File: config.mk
export PLATFORM = sky130hd
export DESIGN_NAME = pe1x1_ctrl
export DESIGN_NICKNAME = d
export VERILOG_FILES = /design/src/rtl/pe1x1_ctrl.sv
export SDC_FILE = /design/constraint.sdc
export NUM_CORES = 1
export LEC_CHECK = 0
export CORE_MARGIN = 4
export CORE_UTILIZATION = 51
export CTS_BUF_LIST = sky130_fd_sc_hd__clkbuf_16
export CTS_CLUSTER_DIAMETER = 150
export DETAILED_ROUTE_END_ITERATION = 8
export GPL_TIMING_DRIVEN = 0
export MAX_ROUTING_LAYER = met4
export PLACE_DENSITY = 0.81
export SLEW_MARGIN = 20
export SYNTH_ARGS = -nofsm -noshare
export SYNTH_HDL_FRONTEND = slang
export SYNTH_SLANG_ARGS = --single-unit
File: constraint.sdc
create_clock -name clk -period 2.55 [get_ports clk]
set_input_delay 0.51 -clock clk [delete_from_list [all_inputs] [get_ports clk]]
set_output_delay 0.51 -clock clk [all_outputs]
set_load 0.05 [all_outputs]
File: src/rtl/pe1x1_ctrl.sv
// pe1x1_ctrl: layer sequencer for the 1x1-convolution PE row.
// Walks (tile, oc, ic) with ic innermost and tile outermost, issuing one
// fmap/weight read per triple. The read results are tagged for the downstream
// accumulator through a two-stage pipeline that follows the buffer read
// latency and the PE register latency.
module pe1x1_ctrl #(
  parameter int CW = 8,
  parameter int AW = 16
) (
  input  logic          clk,
  input  logic          rst_n,
  input  logic          start,
  input  logic [CW-1:0] cfg_ic,
  input  logic [CW-1:0] cfg_oc,
  input  logic [CW-1:0] cfg_tiles,
  input  logic          hold,
  output logic          rd_en,
  output logic [AW-1:0] fmap_addr,
  output logic [AW-1:0] wht_addr,
  output logic          pe_active,
  output logic          acc_vld,
  output logic          acc_first,
  output logic          acc_last,
  output logic [CW-1:0] acc_oc,
  output logic [CW-1:0] acc_tile,
  output logic          busy,
  output logic          done
);

  typedef enum logic [1:0] {
    S_IDLE  = 2'd0,
    S_RUN   = 2'd1,
    S_DRAIN = 2'd2,
    S_DONE  = 2'd3
  } state_t;

  state_t        state;
  logic [CW-1:0] n_ic, n_oc, n_tiles;   // configuration latched on start
  logic [CW-1:0] ic, oc, tile;          // loop counters
  logic [AW-1:0] fbase, wbase;          // tile*n_ic and oc*n_ic, kept incrementally
  logic          drain_cnt;

  // Stage-1 tags, aligned with pe_active
  logic          s1_first, s1_last;
  logic [CW-1:0] s1_oc, s1_tile;

  logic          issue;
  logic          ic_wrap, oc_wrap, tile_wrap;
  logic          cfg_zero;
  logic [AW-1:0] ic_step;

  // An issue happens in every RUN cycle that is not held back
  assign issue     = (state == S_RUN) && !hold;
  assign ic_wrap   = (ic   == n_ic    - CW'(1));
  assign oc_wrap   = (oc   == n_oc    - CW'(1));
  assign tile_wrap = (tile == n_tiles - CW'(1));
  assign cfg_zero  = (cfg_ic == '0) || (cfg_oc == '0) || (cfg_tiles == '0);
  assign ic_step   = AW'(n_ic);

  assign rd_en     = issue;
  assign fmap_addr = fbase + AW'(ic);
  assign wht_addr  = wbase + AW'(ic);
  assign busy      = (state == S_RUN) || (state == S_DRAIN);
  assign done      = (state == S_DONE);

  // Control FSM: config latch, loop counters and incremental address bases
  always_ff @(posedge clk) begin
    // NOTE: sequential state uses non-blocking assignments only, so every
    // register here samples pre-edge values regardless of statement order.
    if (!rst_n) begin
      state     <= S_IDLE;
      n_ic      <= '0;
      n_oc      <= '0;
      n_tiles   <= '0;
      ic        <= '0;
      oc        <= '0;
      tile      <= '0;
      fbase     <= '0;
      wbase     <= '0;
      drain_cnt <= 1'b0;
    end else begin
      case (state)
        S_IDLE: begin
          if (start) begin
            n_ic    <= cfg_ic;
            n_oc    <= cfg_oc;
            n_tiles <= cfg_tiles;
            ic      <= '0;
            oc      <= '0;
            tile    <= '0;
            fbase   <= '0;
            wbase   <= '0;
            state   <= cfg_zero ? S_DONE : S_RUN;
          end
        end
        S_RUN: begin
          if (issue) begin
            if (!ic_wrap) begin
              ic <= ic + CW'(1);
            end else begin
              ic <= '0;
              if (!oc_wrap) begin
                oc    <= oc + CW'(1);
                wbase <= wbase + ic_step;
              end else begin
                oc    <= '0;
                wbase <= '0;
                if (!tile_wrap) begin
                  tile  <= tile + CW'(1);
                  fbase <= fbase + ic_step;
                end else begin
                  // Last issue of the layer: park counters at zero
                  tile      <= '0;
                  fbase     <= '0;
                  drain_cnt <= 1'b0;
                  state     <= S_DRAIN;
                end
              end
            end
          end
        end
        S_DRAIN: begin
          if (drain_cnt) state <= S_DONE;
          drain_cnt <= 1'b1;
        end
        S_DONE: begin
          state <= S_IDLE;
        end
        default: state <= S_IDLE;
      endcase
    end
  end

  // Tag pipeline: stage 1 follows the buffer read, stage 2 follows the PE register
  always_ff @(posedge clk) begin
    // NOTE: synchronous reset clears in-flight tags, so a mid-run reset
    // discards results instead of letting them reach the accumulator.
    if (!rst_n) begin
      pe_active <= 1'b0;
      s1_first  <= 1'b0;
      s1_last   <= 1'b0;
      s1_oc     <= '0;
      s1_tile   <= '0;
      acc_vld   <= 1'b0;
      acc_first <= 1'b0;
      acc_last  <= 1'b0;
      acc_oc    <= '0;
      acc_tile  <= '0;
    end else begin
      pe_active <= issue;
      s1_first  <= issue && (ic == '0);
      s1_last   <= issue && ic_wrap;
      s1_oc     <= issue ? oc   : '0;
      s1_tile   <= issue ? tile : '0;
      // Stage-1 tags are already zero on bubbles, so they pass straight through
      acc_vld   <= pe_active;
      acc_first <= s1_first;
      acc_last  <= s1_last;
      acc_oc    <= s1_oc;
      acc_tile  <= s1_tile;
    end
  end

endmodule

==> summary.txt <==
Synth
  • Commonest cells in the synthesized netlist: 121 x sky130_fd_sc_hd__dfxtp_1, 101 x sky130_fd_sc_hd__nand2_1, 65 x sky130_fd_sc_hd__a21oi_1
  • Flops & latches, synth: 121
  • Avg Synthesized Cell Area: 8.34 µm²
  • Warnings, synthesis: 0
  • Number of enable flip-flop cells after synthesis: 0
  • Post-synth top area share: 34.8%
  • Fraction of synthesis flops using an asynchronous set or reset pin: 0%
  • Instance count of the mapped netlist: 834
  • Sequential share of the synthesized area: a little over a third
  • Commonest register cell after synthesis: sky130_fd_sc_hd__dfxtp_1
  • Most used standard cell by instance count after synthesis: sky130_fd_sc_hd__dfxtp_1
  • Post-synth cell types: 60
  • Post-synth top area cell: sky130_fd_sc_hd__dfxtp_1
  • Cell area after technology mapping: between 6000 and 7000 µm²
  • Net count after synthesis: 910
  • Cells taking the most area after synthesis: sky130_fd_sc_hd__dfxtp_1 35%, sky130_fd_sc_hd__ha_1 7.9%, sky130_fd_sc_hd__xnor2_1 6.3%

Critical path
  • Register-to-Register Path Depth: 7
  • Arrival time at the worst endpoint: around 2.6 ns
  • Capturing point of the worst reg2reg path: drain_cnt
  • Highest-delay cell along the critical path: sky130_fd_sc_hd__dfxtp_4
  • Crit path buffers/inverters: 3
  • Worst R2R Start: n_oc[3]
  • CP delay by family, top: compound AO/OA/AOI/OAI gates
  • Reg2reg setup slack: -0.33 ns
  • Crit path launch type: register
  • Highest cell delay on the worst timing path: 0.38 ns
  • WS Path Type: reg2out
  • Critical Path Sink Type: output port
  • Cells along the critical path: ha_4, inv_2, fa_2, nor2b_1, o21ai_2, a21oi_2, o21ai_2, a21oi_4, buf_12, o2111ai_4, xnor2_4, buf_6
  • Critical-path maximum fanout: 4
  • Required @ worst endpoint: about 2.0 ns
  • Cell type with the highest occurrence count on the critical path: sky130_fd_sc_hd__o21ai_2

Routing
  • Number of antenna-violating nets in the routed design: 0
  • Wire length per cell: 20.7 µm
  • DRC viols: 0
  • Avg Vias per Cell: 6.34
  • Via count: 7559
  • Number of detailed-routing iterations run before antenna repair: 6
  • Number of DRC violations after detailed-routing iteration 0: 866
  • Detailed Route WL: approximately 25000 µm

Power and ir drop
  • Total power density per cell area: 712 nW/µm²
  • Worst supply voltage drop on vdd: 0.604 mV
  • Cell leakage power: approximately 0.0043 µW

Floorplan
  • DIE AREA: 15600 µm²
  • Horizontal die dimension: 125 µm
  • Boundary pin count: just over 80
  • Initial Utilization: 52.3%
  • Overall die height: around 120 µm
  • Core area: 13300 µm²
  • Row Count: 42

Clocking
  • Clk buf depth: 2
  • Reg clk slew, reported paths: 0.06 ns
  • Max H-tree Level: 4
  • Clock buffer count from CTS: 17
  • CTS Sinks: between 100 and 150
  • TritonCTS clock tree: built
  • Count of hold-fix buffers inserted at cts: 0
  • Insertion delay to the later sink of the worst-skew pair: 0.43 ns
  • Master cell of the clock root buffer: sky130_fd_sc_hd__clkbuf_16

Final layout
  • Non-Filler Cell Area, Final: 10600 µm²
  • Fillers: 727
  • Post-layout instance count excluding filler cells: ~1200
  • Layout cell share with drive strength beyond 1: 32.8%
  • Number of antenna cells inserted: 0
  • Area growth from synthesis to layout: 52.2%
  • Sequential cell area: 2480 µm²
  • Number of nets in the layout: 1080
  • Area of the multi-input gates: between 5000 and 6000 µm²

Placed design
  • Instance area after placement: 8380 µm²
  • HPWL Detailed: 13100 µm
  • Placed Cells incl. Taps: 1092
  • Post-Place Setup Slack: -1.06 ns
  • Final weighted congestion in routability-driven placement: 0.954
  • IO Port Bufs: 82

Worst hold path
  • Hold Path Origin: s1_last
  • Worst hold endpoint: acc_last
  • Hold Path Class: reg2reg
  • Number of cells on the worst hold path: 1

STA
  • Achievable frequency: 317 MHz
  • Worst Max-Slew Pin Slew: 0.830 ns
  • Number of hold violations in the final report: 0
  • Post-route clock period utilization: 124%
  • Final WS setup: -0.600 ns
  • Headroom to the max-slew limit: about 44%
  • Worst Clk Skew: 0.0125 ns
  • Number of setup violations in the final report: 72
  • Unrepaired setup endpoints after global routing: yes
  • Total count of max-transition violations in the final report: 0
  • Final critical path time including I/O delays and setup: 3.15 ns

Global route
  • Wire length of the first global-routing pass: 35200 µm
  • Initial antenna violation count: 0
  • GRT Util Overall: 28.3%
  • Residual overflow from global routing: 0
  • Vias in the first global route: 7003
  • Largest net degree at the start of global routing: 17

Status
  • Outcome: finished with violations
  • Violations in the final reports: setup timing

Job
  • Max_cap viols: 0
cell usage in the layout (no fill, tap or decap), types with 6 or more instances in the layout:
cell / count
sky130_fd_sc_hd__o21ai_2: 16
sky130_fd_sc_hd__a21o_1: 14
sky130_fd_sc_hd__nor2_4: 11
sky130_fd_sc_hd__dfxtp_1: 91
sky130_fd_sc_hd__and2_1: 38
sky130_fd_sc_hd__nand3_1: 22
sky130_fd_sc_hd__xnor2_1: 34
sky130_fd_sc_hd__ha_4: 10
sky130_fd_sc_hd__xnor2_4: 9
sky130_fd_sc_hd__o31ai_1: 9
sky130_fd_sc_hd__nor2_1: 29
sky130_fd_sc_hd__nand2_1: 97
sky130_fd_sc_hd__o21ai_0: 13
sky130_fd_sc_hd__dfxtp_2: 20
sky130_fd_sc_hd__clkdlybuf4s50_1: 48
sky130_fd_sc_hd__nand2b_1: 6
sky130_fd_sc_hd__nor3_1: 9
sky130_fd_sc_hd__clkbuf_1: 15
sky130_fd_sc_hd__nor4_1: 14
sky130_fd_sc_hd__a21oi_1: 44
sky130_fd_sc_hd__xor2_1: 23
sky130_fd_sc_hd__inv_1: 32
sky130_fd_sc_hd__a22o_1: 8
sky130_fd_sc_hd__nand4_1: 9
sky130_fd_sc_hd__or4_4: 7
sky130_fd_sc_hd__ha_1: 34
sky130_fd_sc_hd__xnor2_2: 7
sky130_fd_sc_hd__a21oi_2: 16
sky130_fd_sc_hd__clkbuf_16: 19
sky130_fd_sc_hd__o211ai_1: 7
sky130_fd_sc_hd__buf_6: 41
sky130_fd_sc_hd__dfxtp_4: 10
sky130_fd_sc_hd__buf_4: 58
sky130_fd_sc_hd__and3_1: 12
sky130_fd_sc_hd__o21ai_1: 8
registers in the layout (all words and copies together) (netlist names):
| signal | cells |
|---|---|
| s1_last | 1 |
| acc_oc | 8 |
| wbase | 16 |
| drain_cnt | 1 |
| oc | 8 |
| n_ic | 8 |
| s1_tile | 8 |
| acc_first | 1 |
| s1_first | 1 |
| acc_tile | 8 |
| pe_active | 1 |
| n_tiles | 8 |
| n_oc | 8 |
| acc_last | 1 |
| ic | 8 |
| tile | 8 |
| fbase | 16 |
| acc_vld | 1 |
| s1_oc | 8 |
| state | 2 |
layout make-up:
cell class	count	area share, %
clock buffers	18	4.25
inverters	39	1.45
clock inverters	14	1.61
multi-input cells	641	51.4
repair buffers	153	13.7
flip-flops and latches	121	23.5
well taps	176	2.08
plain buffers	31	1.99
report_power, final:
part           switching [µW]  total [µW]  leakage (µW)  internal [µW]
Clock                     953        2550      0.000301           1600
Sequential                189        2190      0.000995           2000
Combinational            1630        2790       0.00296           1170
worst register-to-register path, cell delays in order (launching register included):
cell and delay (ns):
sky130_fd_sc_hd__dfxtp_4 0.37, sky130_fd_sc_hd__or4_4 0.55, sky130_fd_sc_hd__nor2_1 0.16, sky130_fd_sc_hd__xnor2_1 0.17, sky130_fd_sc_hd__or4_4 0.62, sky130_fd_sc_hd__or4b_4 0.51
sky130_fd_sc_hd__a21boi_2 0.19, sky130_fd_sc_hd__mux2i_1 0.23
through the flow:
stage / hold WS, ns / setup TNS, ns / power, µW / utilization [%]
after global placement: 0.416 / -51.31 / 3860 / 63.0
after CTS: 0.433 / -11.12 / 6890 / 75.3
after floorplan: 0.412 / -1.24 / 3430 / -
final: 0.429 / -13.89 / 7540 / 79.6
after detailed placement: 0.420 / -51.69 / 3900 / 63.1
after global routing: 0.450 / -18.76 / 7750 / 79.6
what timing repair did:
| item | in CTS | in global routing |
|---|---|---|
| pin swaps | 76 | 58 |
| resized for setup | 335 | 133 |
| cloned | 3 | 0 |
| hold endpoints to repair | 0 | 0 |
| setup endpoints to repair | 91 | 96 |
| buffers inserted | 46 | 23 |
cells by family after synthesis:
kind of cell | after synthesis | synth area share, %
XOR/XNOR | 79 | 9.95
adder cells (fa/ha/maj) | 48 | 9.06
AO/OA/AOI/OAI | 207 | 19.6
buffers and inverters | 72 | 3.94
multiplexers | 5 | 0.719
flip-flops | 121 | 34.8
AND/OR/NAND/NOR | 302 | 22.0
worst max-delay path by stage:
stage                     start             to  slack, ns  cells after the start
after floorplan           ic[0]  fmap_addr[14]      -0.20                     10
after detailed placement  ic[1]  fmap_addr[14]      -1.06                     10
final                     ic[0]  fmap_addr[14]      -0.60                     12
after global placement    ic[1]  fmap_addr[14]      -1.08                     10
after CTS                 ic[0]  fmap_addr[14]      -0.59                     12
after global routing      ic[0]  fmap_addr[10]      -0.73                     13
per-layer routing:
metal | global-route usage [%] | part of all wire [%]
met3 | 6.43 | 8.5
met5 | - | 0
met4 | 11.3 | 7.0
met2 | 48.2 | 49
met1 | 32.2 | 36
(Power assumes the default switching activity.)
